[src/rtl/gnn_buffer_read_arbiter.sv]
// Round-robin arbiter sharing one in-order feature-buffer read port between requesters,
// with bounded burst hold and an ID FIFO that routes returned beats to their issuer.
module gnn_buffer_read_arbiter #(
    parameter int unsigned NUM_REQ       = 2,
    parameter int unsigned ADDR_WIDTH    = 11,
    parameter int unsigned DATA_WIDTH    = 512,
    parameter int unsigned ID_FIFO_DEPTH = 8,
    parameter int unsigned MAX_HOLD      = 16
) (
    input  logic                                aclk,
    input  logic                                areset,
    input  logic [NUM_REQ-1:0]                  req_valid,
    input  logic [NUM_REQ*ADDR_WIDTH-1:0]       req_addr,
    output logic [NUM_REQ-1:0]                  req_ready,
    output logic [NUM_REQ-1:0]                  rsp_valid,
    output logic [DATA_WIDTH-1:0]               rsp_data,
    output logic                                buf_addr_valid,
    output logic [ADDR_WIDTH-1:0]               buf_addr,
    input  logic                                buf_data_valid,
    input  logic [DATA_WIDTH-1:0]               buf_data,
    output logic [$clog2(ID_FIFO_DEPTH):0]      outstanding,
    output logic                                err_unexpected
);

    localparam int unsigned ID_W   = (NUM_REQ > 1) ? $clog2(NUM_REQ) : 1;
    localparam int unsigned PTR_W  = (ID_FIFO_DEPTH > 1) ? $clog2(ID_FIFO_DEPTH) : 1;
    localparam int unsigned CNT_W  = $clog2(ID_FIFO_DEPTH) + 1;
    localparam int unsigned HOLD_W = $clog2(MAX_HOLD + 1);

    logic [ID_W-1:0]   last_id;
    logic [HOLD_W-1:0] hold_cnt;
    logic [ID_W-1:0]   id_mem [ID_FIFO_DEPTH];
    logic [PTR_W-1:0]  wr_ptr;
    logic [PTR_W-1:0]  rd_ptr;
    logic [CNT_W-1:0]  count;

    logic [ID_W-1:0]    start_id;
    logic [ID_W-1:0]    cand;
    logic [ID_W-1:0]    grant_id;
    logic               grant_any;
    logic               keep;
    logic               stalled;
    logic               push;
    logic               pop;
    logic [NUM_REQ-1:0] grant;
    logic [NUM_REQ-1:0] head_onehot;

    // Arbitration: keep the last winner while under its hold budget, else scan round-robin.
    always_comb begin
        grant_any = 1'b0;
        grant_id  = last_id;
        cand      = '0;
        grant     = '0;
        stalled   = (count == CNT_W'(ID_FIFO_DEPTH)) && !buf_data_valid;
        keep      = (hold_cnt != '0) && (hold_cnt < HOLD_W'(MAX_HOLD)) && req_valid[last_id];
        start_id  = (last_id == ID_W'(NUM_REQ - 1)) ? '0 : last_id + ID_W'(1);
        if (!areset && !stalled) begin
            if (keep) begin
                grant_any = 1'b1;
                grant_id  = last_id;
            end else begin
                for (int k = 0; k < NUM_REQ; k++) begin
                    cand = ID_W'((32'(start_id) + 32'(k)) % NUM_REQ);
                    if (!grant_any && req_valid[cand]) begin
                        grant_any = 1'b1;
                        grant_id  = cand;
                    end
                end
            end
        end
        if (grant_any) begin
            grant[grant_id] = 1'b1;
        end
    end

    assign req_ready   = grant;
    assign push        = grant_any;
    assign pop         = buf_data_valid && (count != '0);
    assign outstanding = count;

    always_comb begin
        head_onehot = '0;
        head_onehot[id_mem[rd_ptr]] = 1'b1;
    end

    // ID storage needs no reset: entries are only read while counted as valid.
    always_ff @(posedge aclk) begin
        if (push) begin
            id_mem[wr_ptr] <= grant_id;
        end
    end

    always_ff @(posedge aclk) begin
        if (areset) begin
            last_id        <= ID_W'(NUM_REQ - 1);
            hold_cnt       <= '0;
            wr_ptr         <= '0;
            rd_ptr         <= '0;
            count          <= '0;
            buf_addr_valid <= 1'b0;
            buf_addr       <= '0;
            rsp_valid      <= '0;
            rsp_data       <= '0;
            err_unexpected <= 1'b0;
        end else begin
            if (push) begin
                wr_ptr <= wr_ptr + PTR_W'(1);
                if ((grant_id == last_id) && (hold_cnt != '0)) begin
                    if (hold_cnt != HOLD_W'(MAX_HOLD)) begin
                        hold_cnt <= hold_cnt + HOLD_W'(1);
                    end
                end else begin
                    last_id  <= grant_id;
                    hold_cnt <= HOLD_W'(1);
                end
            end
            if (pop) begin
                rd_ptr <= rd_ptr + PTR_W'(1);
            end
            count <= count + CNT_W'(push) - CNT_W'(pop);

            buf_addr_valid <= push;
            if (push) begin
                buf_addr <= req_addr[grant_id*ADDR_WIDTH +: ADDR_WIDTH];
            end

            rsp_valid <= pop ? head_onehot : '0;
            if (pop) begin
                rsp_data <= buf_data;
            end
            if (buf_data_valid && (count == '0)) begin
                err_unexpected <= 1'b1;
            end
        end
    end

endmodule

[config.mk]
export PLATFORM = sky130hd
export DESIGN_NAME = gnn_buffer_read_arbiter
export DESIGN_NICKNAME = d
export VERILOG_FILES = /design/src/rtl/gnn_buffer_read_arbiter.sv
export SDC_FILE = /design/constraint.sdc
export NUM_CORES = 1
export LEC_CHECK = 0
export BUFFER_PORTS_ARGS = -buffer_cell sky130_fd_sc_hd__buf_4
export CORE_AREA = 5 5 414 416
export CTS_CLUSTER_DIAMETER = 80
export DETAILED_ROUTE_END_ITERATION = 10
export DIE_AREA = 0 0 419 421
export GPL_TIMING_DRIVEN = 0
export HOLD_SLACK_MARGIN = 0.08
export PLACE_DENSITY = 0.41
export SYNTH_ARGS = -nofsm -noshare
export SYNTH_HDL_FRONTEND = slang
export SYNTH_SLANG_ARGS = --single-unit
[constraint.sdc]
create_clock -name aclk -period 6.7 [get_ports aclk]
set_clock_uncertainty 0.1 [all_clocks]
set_input_delay 0.335 -clock aclk [delete_from_list [all_inputs] [get_ports aclk]]
set_output_delay 0.335 -clock aclk [all_outputs]
set_load 0.02 [all_outputs]
==> results.ini <==
[run_status]
status=finished clean

[power_and_ir_drop]
total_power_mw=13.5
pwr-share-clk=0.306
power_frac_seq=0.323
switching_power_mw=5.30
combPwrFrac=0.371
sw_frac_of_total=0.393
ir_drop_mv=0.215
p_int_mw=8.18
power.leakage_nw=15.9
p_per_area_nw_per_um2=355

[setup_path]
crit_chain=inv_1 -> ha_1 -> nand2_1 -> nand2_1 -> buf_2 -> clkbuf_1 -> clkbuf_1 -> nand2_1 -> a21oi_1
r2r-start=outstanding[2]
slowest_stage=clkbuf_1
cp.required_ns=7.19
reg2reg_to=rsp_data[488]
reg2reg_slack_ns=3.28
end_kind=flop
path_buf_inv=4
critPathMaxStageDelay_ns=0.94
crit_family=buffers and inverters
crit_type=flop to flop
crit_fanout=10
worstRegToRegCells=9
path_common_cell=nand2_1
cp-start-kind=flop
crit_arrival_ns=3.91

[clock_network]
cts_made_buffers=75
cts_sinks=554
clkLatencyLatePin_ns=0.66
cts_tree=done
cts_setup_buffers=0
cts.clk_slew.worst_paths_ns=0.05
htreeDepth=3
clockRootBuffer=clkbuf_16
cts_buffer_depth=3

[synth]
synth_cells=2414
synth_edf_count=8
synth.avg_cell_area_um2=7.99
synthTopCellsByCount=nand2_1, dfxtp_1, a21oi_1
yosysUniqueCellTypes=46
ys_ff_latch=554
async_reset_ff_frac=0
synth_mux_area_frac=0.00908
synth_top_area_cell=dfxtp_1
synth_area_um2=19300
synth_xor_area_frac=0.00272
synth_nets=2964
seq_area_frac_synth=0.579
yosysWarnings=0
synth_area_leaders=dfxtp_1, nand2_1, a21oi_1
synth_ff_type=dfxtp_1
synth_most_common_cell=nand2_1
netlist.area_leader.share=0.566
synth-adder-area-share=0.00752
synth_top_family_by_area=simple AND/OR/NAND/NOR gates
synth_compound_area_frac=0.146
synth-simple-area-share=0.217

[placed_design]
hpwl_um=109000
port_buffers=1070
gp_congestion=0.915
pre_cts_slack_ns=2.88

[global_route]
grt_first_pass_wirelength_um=180000
met1_usage=0.156
grt_max_degree=12
grt_pass1_vias=23400
antenna_found_initial=15
grtUsageMet3=0.0535
grtUsageTotal=0.144
grt.busiest_layer=met2
grt_use_met2=0.255
gr-total-overflow=0

[sta]
fin_crit_sh=0.511
max_freq_mhz=292
worst_slew_pin_slew_ns=1.19
rsz0062_at_grt=no
slew_viol_final=0
hold_slack_ns=0.177
finalHoldViolCount=0
period_needed_ns=3.42
slew_headroom=0.207
finalSetupTns_ns=0
setup_viol=0
layout_setup_ws_ns=3.28

[floorplan]
core_um2=167000
rows=150
die_w_um=419
die_area_um2=176000
initial_core_util=0.116
dieHeight_um=421
pin_count=1072

[cells_and_area]
drive_gt1_frac=0.288
fillers=18600
area_delta_synth_final_pct=96.7
fin_nets=4646

[worst_hold_path]
worstHoldPathCells=6
min_to=hold_cnt[3]
min_from=areset
min_path_type=input pin to flop

[route]
totalWireLength_um=134000
via_per_inst=3.64
first_iter_violations=1074
avgRoutedWirePerCell_um=21.0
num_vias=23200
drt_first_pass_iters=5
ant_nets=0
drcViolationCount=0

[run]
cap_violations=0

-- flip-flops by register name (all words and copies together), names as in the netlist, named ones only --
| name | cells |
|---|---|
| buf_addr | 11 |
| buf_addr_valid | 1 |
| err_unexpected | 1 |
| hold_cnt | 5 |
| id_mem | 8 |
| last_id | 1 |
| outstanding | 4 |
| rd_ptr | 3 |
| rsp_data | 512 |
| rsp_valid | 2 |
| wr_ptr | 3 |
-- through the flow --
stage / cell area, µm² / instances / utilization
after floorplan: 19300 / 2414 / -
final: 38000 / 6367 / 0.228
after detailed placement: 30100 / 5688 / 0.180
after CTS: 37900 / 6359 / 0.227
after global routing: 38000 / 6365 / 0.227
after global placement: 30100 / 5688 / 0.180
-- power groups by stage --
stage | Sequential (mW) | Clock (mW) | Combinational, mW
final | 4.35 | 4.12 | 5.00
after global placement | 4.40 | 0 | 4.80
after detailed placement | 4.42 | 0 | 4.80
after global routing | 4.43 | 4.38 | 5.39
after CTS | 4.35 | 4.26 | 5.10
after floorplan | 5.07 | 0 | 1.53
-- worst max path at each step --
stage,start,to,slack (ns),cells after the start
after detailed placement,outstanding[2],rsp_data[476],2.88,9
after global placement,outstanding[2],rsp_data[474],2.81,9
after CTS,outstanding[2],rsp_data[475],2.87,9
final,outstanding[2],rsp_data[488],3.28,9
after floorplan,outstanding[2],outstanding[2],4.04,12
after global routing,outstanding[2],rsp_data[476],2.83,9
-- cells by family after synthesis --
group,Yosys count
xor+xnor,6
simple gates,1089
compound gates,544
fa+ha+maj,11
flops,554
mux,15
buf+inv,195
-- repair_timing --
action	4_1_cts	5_1_grt
endpoints found under the hold margin	524	0
hold buffers	535	0
setup endpoints to repair	0	0
gates resized for setup	0	0
-- layout make-up --
cell class              count  area, µm²  area share
diodes                      8       20.0    0.000527
plain buffers             182        706      0.0186
clock buffers             108       2130      0.0562
clock inverters            28        363     0.00956
inverters                  13       48.8     0.00129
multi-input cells        1665       7370       0.194
flip-flops and latches    554      11200       0.294
well taps                2204       2760      0.0726
repair buffers           1605      13400       0.353
-- routing by layer --
metal	up-vias	part of all wire
met4	4	0.037
met5	-	0.00020
met2	834	0.50
met3	158	0.089
li1	11200	-
met1	11000	0.38
-- layout by cell type, fill, tap and decap left out, drive strengths merged, types with 2 or more instances in the layout --
cell type / instances
inv: 20
nor3: 4
dlygate4sd3: 535
nand2: 1035
dfxtp: 546
edfxtp: 8
or2b: 2
nor3b: 4
nor2b: 2
a21oi: 518
nor2: 27
mux2i: 13
clkinv: 14
clkbuf: 276
buf: 1084
xor2: 2
nor4b: 3
xnor2: 4
nand3: 4
mux4: 2
nand3b: 2
a211oi: 12
diode: 8
ha: 10
bufinv: 6
and2: 2
a31oi: 4
-- worst min-delay path, stage by stage --
cell and delay, ns:
clkbuf_8 0.13, nor3_1 0.06, inv_1 0.09, and2_1 0.13, a31oi_1 0.04, a21oi_1 0.12
Note: power is estimated with default switching activity, not from simulation.
